### src/rtl/pi_request_pkg.sv
// Shared definitions for the Pi request path: bus widths and the request FSM
// state encoding. Imported by pi_request and by any block that talks to the
// same bus (sync, bus model).
package pi_request_pkg;

  localparam int ADDR_W = 17;
  localparam int DATA_W = 8;

  typedef enum logic [1:0] {
    S_IDLE    = 2'd0,
    S_PENDING = 2'd1,
    S_RELEASE = 2'd2,
    S_RESPOND = 2'd3
  } state_t;

endpackage

### src/rtl/pi_request_sync2.sv
// sync2: generic two-flop synchronizer for slow level signals crossing into
// the clk domain. Synchronous active-high reset clears both stages.
// Ports:
//   clk    - destination clock
//   reset  - synchronous active-high reset
//   d      - asynchronous input
//   q      - synchronized output (two clk edges of latency)
module sync2 #(
  parameter int WIDTH = 1
) (
  input  logic             clk,
  input  logic             reset,
  input  logic [WIDTH-1:0] d,
  output logic [WIDTH-1:0] q
);

  logic [WIDTH-1:0] meta;

  // NOTE: sequential state always uses non-blocking (<=) so every flop samples
  // the pre-edge value of the others; blocking here would collapse the chain.
  always_ff @(posedge clk) begin
    if (reset) begin
      meta <= '0;
      q    <= '0;
    end else begin
      meta <= d;
      q    <= meta;
    end
  end

endmodule

### src/rtl/pi_request.sv
// pi_request: turns one command from the Pi/SPI side into a single bus slot
// request, waits for the slot-completed flag (or a timeout), then reports a
// one-cycle response.
// Ports:
//   clk16, reset                 - 16 MHz clock, synchronous active-high reset
//   cmd_valid/cmd_ready          - command handshake (accept when both high)
//   cmd_rw, cmd_addr, cmd_data   - command: 1=read/0=write, address, write data
//   pending                      - request to the bus-slot arbiter
//   done                         - slot completed (asynchronous, synchronized here)
//   bus_addr, bus_rw, bus_wdata  - latched command driven to the bus
//   bus_rdata                    - read data from the bus, valid while done=1
//   rsp_valid, rsp_timeout       - completion pulse and its abort qualifier
//   rsp_data                     - last read result, held until overwritten
module pi_request
  import pi_request_pkg::*;
#(
  parameter int TIMEOUT_CYCLES = 1024
) (
  input  logic              clk16,
  input  logic              reset,
  input  logic              cmd_valid,
  output logic              cmd_ready,
  input  logic              cmd_rw,
  input  logic [ADDR_W-1:0] cmd_addr,
  input  logic [DATA_W-1:0] cmd_data,
  output logic              pending,
  input  logic              done,
  output logic [ADDR_W-1:0] bus_addr,
  output logic              bus_rw,
  output logic [DATA_W-1:0] bus_wdata,
  input  logic [DATA_W-1:0] bus_rdata,
  output logic              rsp_valid,
  output logic [DATA_W-1:0] rsp_data,
  output logic              rsp_timeout
);

  localparam int                CNT_W    = $clog2(TIMEOUT_CYCLES) + 1;
  localparam logic [CNT_W-1:0]  CNT_LAST = CNT_W'(TIMEOUT_CYCLES - 1);

  state_t           state;
  state_t           state_next;
  logic             done_s;
  logic [CNT_W-1:0] count;
  logic             timeout_flag;
  logic             accept;
  logic             expire;

  sync2 #(.WIDTH(1)) u_done_sync (
    .clk   (clk16),
    .reset (reset),
    .d     (done),
    .q     (done_s)
  );

  always_ff @(posedge clk16) begin
    if (reset) state <= S_IDLE;
    else       state <= state_next;
  end

  // NOTE: every signal written here gets a default first, so no path through
  // the case can leave one unassigned and infer a latch.
  always_comb begin
    state_next  = state;
    cmd_ready   = 1'b0;
    pending     = 1'b0;
    rsp_valid   = 1'b0;
    rsp_timeout = 1'b0;
    accept      = 1'b0;
    expire      = 1'b0;
    case (state)
      S_IDLE: begin
        cmd_ready = 1'b1;
        if (cmd_valid) begin
          accept     = 1'b1;
          state_next = S_PENDING;
        end
      end
      S_PENDING: begin
        pending = 1'b1;
        // A completion seen on the last allowed cycle still counts as done.
        if (done_s) begin
          state_next = S_RELEASE;
        end else if (count == CNT_LAST) begin
          expire     = 1'b1;
          state_next = S_RELEASE;
        end
      end
      S_RELEASE: begin
        // Hold off until sync drops done, so the next request cannot be
        // mistaken as already completed.
        if (!done_s) state_next = S_RESPOND;
      end
      S_RESPOND: begin
        rsp_valid   = 1'b1;
        rsp_timeout = timeout_flag;
        state_next  = S_IDLE;
      end
      default: state_next = S_IDLE;
    endcase
  end

  // NOTE: all datapath registers are reset, including rsp_data and the bus
  // latches, so outputs are defined immediately after reset release.
  always_ff @(posedge clk16) begin
    if (reset) begin
      bus_addr     <= '0;
      bus_rw       <= 1'b0;
      bus_wdata    <= '0;
      rsp_data     <= '0;
      count        <= '0;
      timeout_flag <= 1'b0;
    end else begin
      if (accept) begin
        bus_addr     <= cmd_addr;
        bus_rw       <= cmd_rw;
        bus_wdata    <= cmd_data;
        count        <= '0;
        timeout_flag <= 1'b0;
      end
      if (state == S_PENDING) begin
        timeout_flag <= expire;
        if (done_s) begin
          if (bus_rw) rsp_data <= bus_rdata;
        end else if (count != CNT_LAST) begin
          count <= count + CNT_W'(1);
        end
      end
    end
  end

endmodule

### config.mk
export PLATFORM = sky130hd
export DESIGN_NAME = pi_request
export DESIGN_NICKNAME = d
export VERILOG_FILES = /design/src/rtl/pi_request_pkg.sv /design/src/rtl/pi_request_sync2.sv /design/src/rtl/pi_request.sv
export SDC_FILE = /design/constraint.sdc
export NUM_CORES = 1
export LEC_CHECK = 0
export ABC_AREA = 1
export CAP_MARGIN = 40
export CORE_UTILIZATION = 27
export CTS_CLUSTER_DIAMETER = 150
export CTS_CLUSTER_SIZE = 25
export DETAILED_ROUTE_END_ITERATION = 6
export PLACE_DENSITY = 0.63
export SYNTH_ARGS = -nofsm -noshare
export SYNTH_HDL_FRONTEND = slang
export SYNTH_SLANG_ARGS = --single-unit
export TNS_END_PERCENT = 10
### constraint.sdc
create_clock -name clk16 -period 1.6 [get_ports clk16]
set_clock_uncertainty 0.2 [all_clocks]
set_input_delay 0.4 -clock clk16 [delete_from_list [all_inputs] [get_ports clk16]]
set_output_delay 0.4 -clock clk16 [all_outputs]
set_load 0.05 [all_outputs]
; ---- After elaboration in Yosys (flattened, before gate mapping)
; Cells that the tools add are included.
[totals]
output_inout_bits = 38
inputBits = 38
ff_bits = 50
elab_cells = 41
[classes]
eq_ne = 8
n_mux = 19
n_addsub = 1
reduce_logical = 4
[ops]
columns = operator, n
row1 = 11-bit two-way mux, 4
row2 = "11-bit by 1-bit adder with 11-bit output, second input constant", 1
row3 = "11-bit by 10-bit == test with 1-bit output, second input constant", 1
row4 = "11-bit by 10-bit != test with 1-bit output, second input constant", 1
row5 = 1-bit two-way mux, 10
row6 = 2-bit two-way mux, 4
row7 = 2-bit one-hot mux with 4 select lines, 1
row8 = 3-bit AND reduction, 2
row9 = "2-bit == test, second input constant", 2
row10 = "2-bit != test, second input constant", 2
row11 = "3-bit by 2-bit != test with 1-bit output, second input constant", 1
row12 = "2-bit by 1-bit == test with 1-bit output, second input constant", 1
row13 = 2-bit logical NOT, 1
row14 = 2-bit nonzero test, 1

; ---- Longest topological paths before layout
[depth]
word_depth = 6
mapped_depth = 9
mapped_depth_nobuf = 9

; ---- By module
; A second synthesis with hierarchy kept.
[hier_totals]
hier_cells = 285
hier_area_um2 = 2170.8
[modules_own_cells]
columns = module, n_inst, cells_each, seq_area_each_um2, area_each_um2
row1 = pi_request, 1, 279, 960.9, 2115.8
row2 = sync2, 1, 6, 40.0, 55.1

; ---- Worst setup path before layout
; Ideal clock, no wire load.
[synth_path]
kind = reg-to-reg
start = register state[1]
end = register count[7]
synth_period_minus_slack_ns = 1.965
required_ns = 1.288
stages_incl_launch_ff = 10
path_slack_ns = -0.365
arrival_ns = 1.653
n_path_buf = 0
setup_time_ns = 0.112
path_cell_list = dfxtp_1 inv_1 ha_1 nand2_2 inv_2 nand2_1 nand2_4 nand2_2 nor2_1 nor2_1
[synth_via]
elab_chain_cells = 6
elab_cells_between_ends = 7
classes_between = eq/ne (1) / mux (5) / reduce/logical (1)
[synth_lines]
columns = element, line
row1 = start: declaration, pi_request.sv:40  ; state_t state;
row2 = start signal: assignment, pi_request.sv:57  ; else state <= state_next;
row3 = 2-bit logical NOT, pi_request.sv:70  ; case (state)
row4 = 1-bit two-way mux, pi_request.sv:70
row5 = 11-bit two-way mux, pi_request.sv:113  ; if (accept) begin
row6 = 11-bit two-way mux, pi_request.sv:124  ; end else if (count != CNT_LAST) begin
row7 = 11-bit two-way mux, pi_request.sv:122  ; if (done_s) begin
row8 = 11-bit two-way mux (*), pi_request.sv:120  ; if (state == S_PENDING) begin
row9 = end signal: assignment, pi_request.sv:125  ; count <= count + CNT_W'(1);
row10 = end: declaration, pi_request.sv:43  ; logic [CNT_W-1:0] count;
; Mark *: on every way between the ends. The rest lies on a longest branch, timed or not.
; A chain may end at the register's enable or synchronous reset.

; ---- Final worst setup path
[layout_path]
start = register state[1]
end = output pending
[layout_via]
elab_chain_cells = 2
[layout_lines]
columns = element, line
row1 = 2-bit by 1-bit == test with 1-bit output, pi_request.sv:70
row2 = 1-bit two-way mux, pi_request.sv:70
row3 = end: declaration, pi_request.sv:26  ; output logic pending,
; Every way passes these cells.

==> results.sh <==
export IMPL_grt_max_degree=32
export IMPL_dpl_hpwl_um=4050
export IMPL_placed_cell_area_um2=3540
export IMPL_avgSynthCellArea_um2=7.40
export IMPL_hold_viol_final=0
export IMPL_layout_cells_non_filler=482
export IMPL_wl_met2_um=2810
export IMPL_seq_area_frac_synth_pct=46.6
export IMPL_setup_ws_ns=-0.159
export IMPL_fill_cells=730
export IMPL_ir_drop_mv=0.863
export IMPL_violations="negative setup slack"
export IMPL_antenna_found_initial=0
export IMPL_core_rowCount=32
export IMPL_period_share_pct=110
export IMPL_dpl_cell_count=469
export IMPL_cp_required_ns=1.00
export IMPL_drv_slew=0
export IMPL_grt_util_all_layers_pct=14.0
export IMPL_final_common_cell="nor2_1"
export IMPL_regToRegEndpoint="count[1]"
export IMPL_worstPathCellList="inv_6, ha_4, buf_6, buf_12"
export IMPL_hold_path_class="flop to flop"
export IMPL_top_layer_used="met4"
export IMPL_holdCritStartpoint="u_done_sync.meta"
export IMPL_htree_num_levels=2
export IMPL_die_y_um=91.2
export IMPL_r2r_slack_ns=-0.01
export IMPL_cts_hold_buf=0
export IMPL_syn_inst=290
export IMPL_drt_iter0_drc=99
export IMPL_wl_met1_um=2540
export IMPL_firstDrtPassIters=4
export IMPL_rsz0062_at_grt="yes"
export IMPL_syn2layout_area_growth_pct=77.8
export IMPL_worstMarginPinSlew_ns=0.360
export IMPL_hold_depth=2
export IMPL_setup_viol=5
export IMPL_clk_pin_slew_ns=0.10
export IMPL_grt_pass1_vias=2056
export IMPL_initial_core_util_pct=27.9
export IMPL_regToRegStartpoint="state[0]"
export IMPL_crit_slowest_cell="dfxtp_4"
export IMPL_criticalPathCategory="flop to output port"
export IMPL_yosys_area_top_type="dfxtp_1"
export IMPL_clk_path_buf_depth=2
export IMPL_drc=0
export IMPL_cp_arrival_ns=1.16
export IMPL_wirelength_um=5590
export IMPL_viasPerCell=4.39
export IMPL_coreArea_um2=7690
export IMPL_holdWs_ns=0.214
export IMPL_wl_met3_um=230
export IMPL_clkLatencyLatePin_ns=0.30
export IMPL_synth_seq_cells=50
export IMPL_routabilityCongestion=0.815
export IMPL_clock_sinks=50
export IMPL_grt_overflow=0
export IMPL_r2r_cells=7
export IMPL_pwr_density_cell_nw_per_um2=1550
export IMPL_ys_async_sr_fraction_pct=0
export IMPL_synth_top_area_share_pct=46.6
export IMPL_ios=76
export IMPL_grt_pass1_wl_um=9560
export IMPL_synth_fp_nets=334
export IMPL_die_w_um=91.2
export IMPL_max_stage_delay_ns=0.40
export IMPL_fmax_mhz=569
export IMPL_ant_nets=0
export IMPL_drive_gt1_share_pct=28.7
export IMPL_nNetsFinal=423
export IMPL_ys_flop_type="dfxtp_1"
export IMPL_slew_headroom_pct=76.0
export IMPL_die_area_um2=8310
export IMPL_yosys_warnings=0
export IMPL_ys_top_cells_by_area="dfxtp_1 (47%), nor2_1 (13%), o21ai_0 (8.4%)"
export IMPL_cts_buffers=5
export IMPL_cp_start_kind="flop"
export IMPL_drv_cap=0
export IMPL_cp_max_fo=3
export IMPL_antenna_cells=0
export IMPL_num_vias=2116
export IMPL_final_cell_mix="nor2_1 (65), dfxtp_1 (47), buf_12 (42)"
export IMPL_tns_ns=-0.544
export IMPL_fin_area_um2=3820
export IMPL_port_buffers=75
export IMPL_wl_per_cell_um=11.6
export IMPL_outcome="finished, violations left"
export IMPL_holdPathEnd="u_done_sync.q"
export IMPL_synth_edf_count=0
export IMPL_p_leak_nw=1.54
export IMPL_cts_root_buf="clkbuf_8"
export IMPL_utilization_pct=49.6
export IMPL_synth_cell_types=27
export IMPL_netlist_area_um2=2150
export IMPL_cts_tree="built"
export IMPL_min_period_ns=1.76
export IMPL_endpoint_kind="output port"
## power breakdown
part,internal (mW),total [mW],switching [mW]
sequential,1.49,1.76,0.271
clock,0.469,0.909,0.440
combinational,1.52,3.25,1.72
## synth_stat cells, drive strengths merged, types with 2 or more instances
| library cell | count |
|---|---|
| clkbuf | 5 |
| o21ai | 36 |
| dfxtp | 50 |
| a21oi | 21 |
| nor2 | 79 |
| nor3 | 2 |
| nand2 | 41 |
| nand3 | 11 |
| ha | 6 |
| buf | 7 |
| inv | 26 |
## flip-flops by register name, indices dropped and copies added (netlist names)
register	flops
bus_addr	17
state	2
count	11
rsp_data	8
bus_wdata	8
u_done_sync.meta	1
u_done_sync.q	1
timeout_flag	1
bus_rw	1
## worst max-delay path by stage
stage | depth (start not counted) | start | end | slack, ns
after floorplan | 3 | state[1] | rsp_timeout | -0.07
after global placement | 5 | cmd_valid | count[8] | -0.20
after detailed placement | 6 | cmd_valid | bus_addr[4] | -0.24
after CTS | 4 | state[1] | pending | -0.18
after global routing | 4 | state[1] | pending | -0.20
final | 4 | state[1] | pending | -0.16
## layer usage
layer / track usage (%) / vias to the layer above
met5: 0 / -
met2: 24.6 / 50
met1: 17.8 / 969
met4: 2.38 / 0
li1: - / 1095
met3: 3.02 / 2
## final cells by class
class	instances	area [µm²]	area share (%)
Multi-Input combinational cell	202	1120	29.4
Timing Repair Buffer	94	1330	34.8
Sequential cell	50	1010	26.5
Tap cell	102	128	3.34
Clock inverter	3	43.8	1.15
Clock buffer	5	68.8	1.80
Inverter	26	118	3.08
## kinds of logic after synthesis
| kind of cell | after synthesis | share of synthesized area, % |
|---|---|---|
| AO/OA/AOI/OAI | 59 | 14.3 |
| XOR/XNOR | 1 | 0.408 |
| adder cells (fa/ha/maj) | 6 | 3.50 |
| buffers and inverters | 38 | 7.29 |
| flip-flops | 50 | 46.6 |
| AND/OR/NAND/NOR | 136 | 27.8 |
## stage by stage
| step | total power, mW | setup WS, ns |
|---|---|---|
| after floorplan | 3.36 | -0.0690 |
| after global placement | 4.75 | -0.197 |
| after detailed placement | 4.79 | -0.239 |
| after CTS | 5.82 | -0.176 |
| after global routing | 6.28 | -0.201 |
| final | 5.92 | -0.159 |
## critical path, delay by kind of cell, from the launching register on
family | cells | cell delay [ns]
flops | 1 | 0.40
buf+inv | 3 | 0.30
fa+ha+maj | 1 | 0.16
## repair_timing
item	in CTS	in global routing
endpoints found under the setup margin	11	52
gates resized for setup	12	28
pin swaps	3	4
buffers inserted	3	2
Note: power is estimated with default switching activity, not from simulation.
